--- src/rtl/pc_seq_ctrl.sv ---
// Next-PC controller: boot, sequential, branch, return, hazard hold, interrupt entry.
// Optional stall_cnt output when PC_SEQ_STALL_CNT_EN is defined.
module pc_seq_ctrl #(
  parameter int PC_W = 32,
  parameter logic [PC_W-1:0] INT_VECTOR = 32'h20,
  parameter int DRAIN_CYCLES = 3
) (
  input  logic            clk,
  input  logic            rst_n,
  input  logic [PC_W-1:0] pc_cur,
  input  logic            instr_is_32,
  input  logic            stall_req,
  input  logic            branch_taken,
  input  logic [PC_W-1:0] branch_target,
  input  logic            ret_valid,
  input  logic [PC_W-1:0] ret_addr,
  input  logic            int_req,
  output logic [PC_W-1:0] pc_wr_data,
  output logic [1:0]      pc_no_change,
  output logic            pc_fetch_nop,
  output logic            pc_reset,
  output logic            pc_load_vec,
  output logic            flush,
  output logic            int_ack,
  output logic            int_save_valid,
  output logic [PC_W-1:0] int_save_pc
`ifdef PC_SEQ_STALL_CNT_EN
  ,
  output logic [15:0]     stall_cnt
`endif
);

  typedef enum logic [1:0] {
    S_BOOT,
    S_RUN,
    S_DRAIN,
    S_VECTOR
  } state_t;

  localparam logic [3:0] DRAIN_INIT = 4'(DRAIN_CYCLES - 1);

  state_t          state;
  logic [3:0]      cnt;
  logic [PC_W-1:0] save_pc;
  logic            armed;

  logic take_br;
  logic take_ret;
  logic take_int;
  logic take_stall;
  logic [PC_W-1:0] pc_step;

  // Mutually exclusive RUN rules, highest priority first.
  assign take_br    = branch_taken;
  assign take_ret   = !branch_taken && ret_valid;
  assign take_int   = !branch_taken && !ret_valid
                      && int_req && armed;
  assign take_stall = !branch_taken && !ret_valid
                      && !(int_req && armed) && stall_req;

  assign pc_step = pc_cur + (instr_is_32 ? PC_W'(2) : PC_W'(1));

  always_ff @(posedge clk) begin
    if (!rst_n) begin
      state   <= S_BOOT;
      cnt     <= 4'd0;
      save_pc <= '0;
      armed   <= 1'b1;
    end else begin
      if (!int_req)
        armed <= 1'b1;
      else if (state == S_VECTOR)
        armed <= 1'b0;
      unique case (state)
        S_BOOT: state <= S_RUN;
        S_RUN: begin
          if (take_int) begin
            save_pc <= pc_cur;
            cnt     <= DRAIN_INIT;
            state   <= S_DRAIN;
          end
        end
        S_DRAIN: begin
          if (branch_taken)
            save_pc <= branch_target;
          else if (ret_valid)
            save_pc <= ret_addr;
          if (cnt == 4'd0)
            state <= S_VECTOR;
          else
            cnt <= cnt - 4'd1;
        end
        S_VECTOR: state <= S_RUN;
        default: state <= S_BOOT;
      endcase
    end
  end

  always_comb begin
    pc_wr_data     = '0;
    pc_no_change   = 2'b00;
    pc_fetch_nop   = 1'b0;
    pc_reset       = 1'b0;
    pc_load_vec    = 1'b0;
    flush          = 1'b0;
    int_ack        = 1'b0;
    int_save_valid = 1'b0;
    int_save_pc    = save_pc;
    if (!rst_n) begin
      pc_reset     = 1'b1;
      pc_no_change = 2'b11;
      int_save_pc  = '0;
    end else begin
      unique case (state)
        S_BOOT: begin
          pc_reset     = 1'b1;
          flush        = 1'b1;
          pc_no_change = 2'b11;
        end
        S_RUN: begin
          unique case (1'b1)
            take_br: begin
              pc_wr_data = branch_target;
              flush      = 1'b1;
            end
            take_ret: begin
              pc_wr_data = ret_addr;
              flush      = 1'b1;
            end
            take_int: begin
              pc_wr_data   = pc_cur;
              pc_no_change = 2'b01;
              pc_fetch_nop = 1'b1;
            end
            take_stall: begin
              pc_wr_data   = pc_cur;
              pc_fetch_nop = 1'b1;
            end
            default: pc_wr_data = pc_step;
          endcase
        end
        S_DRAIN: begin
          pc_wr_data   = pc_cur;
          pc_no_change = 2'b01;
          pc_fetch_nop = 1'b1;
          flush        = branch_taken;
        end
        S_VECTOR: begin
          pc_wr_data     = INT_VECTOR;
          pc_load_vec    = 1'b1;
          int_ack        = 1'b1;
          int_save_valid = 1'b1;
          flush          = 1'b1;
        end
        default: pc_no_change = 2'b11;
      endcase
    end
  end

`ifdef PC_SEQ_STALL_CNT_EN
  always_ff @(posedge clk) begin
    if (!rst_n)
      stall_cnt <= 16'd0;
    else if (state == S_RUN && take_stall
             && stall_cnt != 16'hFFFF)
      stall_cnt <= stall_cnt + 16'd1;
  end
`endif

endmodule

--- config.mk ---
export PLATFORM = sky130hd
export DESIGN_NAME = pc_seq_ctrl
export DESIGN_NICKNAME = d
export VERILOG_FILES = /design/src/rtl/pc_seq_ctrl.sv
export SDC_FILE = /design/constraint.sdc
export NUM_CORES = 1
export LEC_CHECK = 0
export ABC_AREA = 1
export CORE_MARGIN = 2
export CORE_UTILIZATION = 47
export CTS_CLUSTER_SIZE = 30
export DETAILED_ROUTE_END_ITERATION = 10
export GPL_TIMING_DRIVEN = 0
export PLACE_DENSITY = 0.95
export SYNTH_ARGS = -nofsm -noshare
export SYNTH_HDL_FRONTEND = slang
export SYNTH_SLANG_ARGS = --single-unit
--- constraint.sdc ---
create_clock -name clk -period 5.5 [get_ports clk]
set_input_delay 1.65 -clock clk [delete_from_list [all_inputs] [get_ports clk]]
set_output_delay 1.65 -clock clk [all_outputs]
set_load 0.03 [all_outputs]
=== Yosys cells after proc, flatten, opt, wreduce, memory -nomap -nowiden ===
Index checks and enable logic that the tools add are counted.

* Register bits after elaboration: 39
* Bits in latches: 0
* RAM bits: 0
* ROM bits: 0
* Bits of input ports: 103
* Memories: 0

* Add/sub/neg operators: 2
* Multiply operators: 0
* Divide/modulo/power cells: 0
* $lt $le $gt $ge: 0
* Equality and inequality tests: 7
* Shifts and indexed selects: 0
* Mux-type cells: 28
* Bitwise gates (word level): 0
* Reductions and logical operators: 20

{| class="wikitable"
|+ Operators by type and width
! kind !! number
|-
| case mux 32 bit (3 select lines) || 2
|-
| two-way mux 32 bit || 5
|-
| case mux 32 bit (2 select lines) || 1
|-
| adder 32 x 2 -> 32 bit || 1
|-
| case mux 2 bit (3 select lines) || 2
|-
| two-way mux 1 bit || 9
|-
| two-way mux 2 bit || 4
|-
| two-way mux 4 bit || 2
|-
| case mux 4 bit (2 select lines) || 1
|-
| logical AND 1 bit || 7
|-
| inequality test 2 bit, second input constant || 3
|-
| AND reduction 3 bit || 2
|-
| OR reduction 2 bit || 3
|-
| == test 2 bit, second input constant || 2
|-
| logical NOT 4 bit || 1
|-
| AND reduction 2 bit || 2
|-
| subtractor 4 x 1 -> 4 bit, second input constant || 1
|-
| logical NOT 1 bit || 3
|-
| inequality test 3 bit, second input constant || 1
|-
| case mux 1 bit (3 select lines) || 1
|-
| == test 2 x 1 -> 1 bit, second input constant || 1
|-
| logical NOT 2 bit || 1
|-
| case mux 1 bit (2 select lines) || 1
|-
| nonzero test 2 bit || 1
|}

=== Longest topological paths before layout ===
* Depth in word-level cells: 8
* Depth in mapped cells: 13

=== Worst setup path before layout ===
Ideal clock, no wire load.

* Kind: input to output
* Start point: input port instr_is_32
* End point: output port pc_wr_data[24]
* Arrival time: 3.343 ns
* Path slack: 0.507 ns
* Stages on the path: 12
* Cells stage by stage: inv_1 ha_1 fa_1 nand2_1 nor2_2 nand2_1 inv_1 nand3_1 nand2_1 nand2_1 nand3_1 a21oi_1

* Cells in the longest elaborated chain, start to end: 5

{| class="wikitable"
|+ RTL lines
! what !! RTL line !! text
|-
| from (decl) || 11 || <nowiki>input logic instr_is_32,</nowiki>
|-
| two-way mux 2 bit || 61 || <nowiki>assign pc_step = pc_cur + (instr_is_32 ? PC_W'(2) : PC_W'(1));</nowiki>
|-
| adder 32 x 2 -> 32 bit || 61 ||
|-
| case mux 32 bit (3 select lines) || 121 || <nowiki>unique case (1'b1)</nowiki>
|-
| case mux 32 bit (3 select lines) || 114 || <nowiki>unique case (state)</nowiki>
|-
| two-way mux 32 bit || 109 || <nowiki>if (!rst_n) begin</nowiki>
|-
| to (decl) || 18 || <nowiki>output logic [PC_W-1:0] pc_wr_data,</nowiki>
|}

Every way passes these cells.

=== Final worst setup path ===
* Start point: input port ret_valid
* End point: output port pc_wr_data[2]

* Cells in the longest elaborated chain, start to end: 8
* Elaborated cells between the ends (all ways): 11
* Classes of those cells: 3 x mux; 8 x reduce/logical

{| class="wikitable"
|+ RTL lines
! what !! RTL line !! text
|-
| from (decl) || 15 || <nowiki>input logic ret_valid,</nowiki>
|-
| logical NOT 1 bit || 56, 58 ||
|-
| logical AND 1 bit || 56, 58 ||
|-
| logical AND 1 bit (on tied branches) (2 in series) || 57, 59 ||
|-
| OR reduction 2 bit (no line) || n/a ||
|-
| case mux 32 bit (3 select lines) (*) || 121 ||
|-
| case mux 32 bit (3 select lines) (*) || 114 ||
|-
| two-way mux 32 bit (*) || 109 ||
|}

Every way passes the cells marked *; elsewhere a longest branch is shown, timed or not.

==> flow_summary_export.csv <==
group,metric,value,unit
pwr,powerDensity,315,nW/um^2
grt,antenna_found_initial,0,
timing,fin_crit,5460,ps
clock_network,cts_tree,"yes",
setup_path,startpoint,"ret_valid",
setup_path,worst_ep_required_time,3850,ps
finish,nNetsFinal,1161,
timing,whs,485,ps
floorplan,die_h,103,microns
timing,period_share,99.3,%
setup_path,crit_path_end,"pc_wr_data[2]",
floorplan,io_pins,175,
synthesis,synth_edf_count,0,
finish,finalNonFillerCells,1182,
drt,wl_met1,8050,microns
drt,drt-pass1-iter-count,7,
floorplan,core-area,9590,sq um
timing,finClkSkew,5.02,ps
synthesis,ys_seq_elements,39,
timing,worstMarginPinSlew,643,ps
floorplan,dieWidth,103,microns
pwr,ir_drop,0.149,mV
finish,fin_util,68.6,%
setup_path,timing.critical_path.cells,"clkdlybuf4s50_1 > nor2_4 > inv_2 > nor2_4 > inv_2 > clkbuf_4 > nand4_1 > a32oi_1 > nor2_1 > clkdlybuf4s15_2",
drt,dr_wl_met2,9110,microns
pwr,leakagePower,3.19,nW
finish,n_antenna_cell,0,
clock_network,clkSinkCount,39,
synthesis,synth_flop_cell,"dfxtp_1",
placement,io_buffers,172,
drt,drt-total-wl,20600,microns
drt,ant_nets,0,
timing,rsz0062_at_grt,"true",
drt,wl_met3,2490,microns
finish,multi_input_area,3190,sq um
setup_path,path_max_fanout,10,
outcome,status,"finished clean",
synthesis,yosysSeqAreaShare,17.1,%
setup_path,crit_type,"in -> out",
synthesis,synth_fp_nets,976,
setup_path,slowest_stage,"clkdlybuf4s50_1",
finish,regArea,781,sq um
setup_path,rr_worst_depth,7,
finish,drive_above_1_share,8.48,%
clock_network,root_buffer,"clkbuf_8",
grt,grt-ovfl-total,0,
setup_path,path_depth,10,
drt,drtIter0Drc,790,
min_path,hold_class,"reg -> reg",
setup_path,r2r_end,"save_pc[30]",
synthesis,syn_avg_cell_area,5.30,sq um
grt,grt_pass1_vias,6033,
finish,area_growth,43.8,%
clock_network,clkTransAtPathRegs,70,ps
setup_path,regToRegSetupSlack,3300,ps
clock_network,htree_levels,2,
placement,detailed_place_hpwl,16100,microns
drt,top_layer,"met4",
setup_path,arrival,3810,ps
finish,fill_cells,877,
timing,max_slew_margin,57.1,%
setup_path,crit_path_end_kind,"primary output",
clock_network,cts_inserted_buffers,5,
synthesis,syn_inst,863,
timing,final-max-slew-violation-count,0,
setup_path,cp_num_buf_inv,5,
timing,hold_viol,0,
placement,placed_cells,1168,
drt,drc_errors,0,
setup_path,worstSetupStartpointType,"input pin",
floorplan,initial_core_util,47.7,%
synthesis,ys_types,36,
flow_run,maxCapViolations,0,
setup_path,max_stage_delay,500,ps
grt,grtUsageTotal,38.7,%
clock_network,cts_hold_buf,0,
setup_path,r2r-start,"state[0]",
timing,timing.fmax,0.183,GHz
drt,wl_per_cell,17.5,microns
clock_network,clock_latency,300,ps
placement,place_congestion,1.07,
synthesis,yosysWarnings,0,
drt,vias,6730,
grt,grt_pass1_wl,31200,microns
timing,setup_violations,0,
floorplan,dieArea,10500,sq um
setup_path,critPathTopFamily,"buffers and inverters",
pwr,power,2.07,mW
synthesis,synthesis.area,4580,sq um
clock_network,clock_path_buffers,2,
drt,via_per_inst,5.69,
floorplan,rows,36,
grt,grt_max_degree,12,
synthesis,async_reset_ff_share,0,%
synth_stat cells, types with 4 or more instances:
| library cell | number | area (sq um) |
|---|---|---|
| nand3_1 | 38 | 190 |
| o2111ai_1 | 12 | 105 |
| inv_1 | 108 | 405 |
| clkbuf_1 | 26 | 97.6 |
| o211ai_1 | 5 | 37.5 |
| dfxtp_1 | 39 | 781 |
| o21ai_1 | 35 | 175 |
| nor2_2 | 6 | 37.5 |
| xnor2_1 | 5 | 43.8 |
| a21oi_1 | 88 | 440 |
| buf_4 | 6 | 45.0 |
| ha_1 | 9 | 113 |
| a22oi_1 | 5 | 37.5 |
| buf_1 | 4 | 15.0 |
| nor2_1 | 62 | 233 |
| a31oi_1 | 19 | 119 |
| nand4_1 | 4 | 25.0 |
| nand2_1 | 295 | 1110 |
| buf_2 | 11 | 55.1 |
| o21ai_0 | 62 | 310 |
worst min-delay path by stage:
| stage | start | end | slack, ps | cells after the start |
|---|---|---|---|---|
| 6_report | armed | armed | 480 | 2 |
| 5_1_grt | armed | armed | 510 | 2 |
| 4_1_cts | armed | armed | 480 | 2 |
| 3_5_place_dp | armed | armed | 460 | 2 |
| 3_3_place_gp | armed | armed | 460 | 2 |
| 2_1_floorplan | armed | armed | 450 | 2 |
through the flow:
stage,setup slack (ps),instance area [sq um],setup TNS [ps]
after floorplan,507,4580,0
after CTS,10.6,6570,0
after global routing,-37.9,6580,-37.9
after global placement,-717,6460,-15930
after detailed placement,-749,6460,-16410
final,39.4,6580,0
tightest hold or removal path: cells and delay by family, from the launching register on:
family / cells / cell delay, ps
buf+inv: 1 / 50
compound gates: 1 / 70
flops: 1 / 310
cell usage in the layout (no fill, tap or decap), drive strengths merged, types with 9 or more instances in the layout:
cell,n
a21oi,89
a31oi,19
buf,42
clkbuf,45
clkdlybuf4s50,118
dfxtp,39
dlymetal6s2s,17
ha,9
inv,111
nand2,295
nand3,38
nor2,70
o2111ai,12
o21ai,98
registers in the layout, summed over array words and instances (netlist names):
name,count
armed,1
cnt,4
state,2
save_pc,32
area by class of cell:
class	instances	share of cell area, %
buffer	48	3.61
clock buffer	7	1.16
clock inverter	1	0.0760
inverter	112	6.41
multi-input combinational	663	48.5
sequential	39	11.9
tap	133	2.53
timing repair buffer	179	25.8
what timing repair did:
action,CTS,global route
resized for setup,112,61
setup buffers,3,4
pin swaps,4,2
setup endpoints to repair,33,28
power by group:
part	leakage, nW	internal (mW)	switching (mW)	total (mW)
combinational	2.82	0.486	0.910	1.40
clock	0.0422	0.0891	0.102	0.191
sequential	0.322	0.413	0.0715	0.485
per-layer routing:
metal | vias to the layer above | global-route usage [%]
met5 | - | 0
met4 | 0 | 17.4
met3 | 83 | 5.63
met2 | 501 | 62.1
met1 | 2972 | 51.6
li1 | 3174 | -
cells by family after synthesis:
group,count (synthesis),share of synthesized area [%]
flip-flops,39,17.1
AO/OA/AOI/OAI,235,28.5
buffers and inverters,161,14.4
XOR/XNOR,8,1.53
adder cells (fa/ha/maj),10,2.90
AND/OR/NAND/NOR,410,35.7
(Power assumes the default switching activity.)
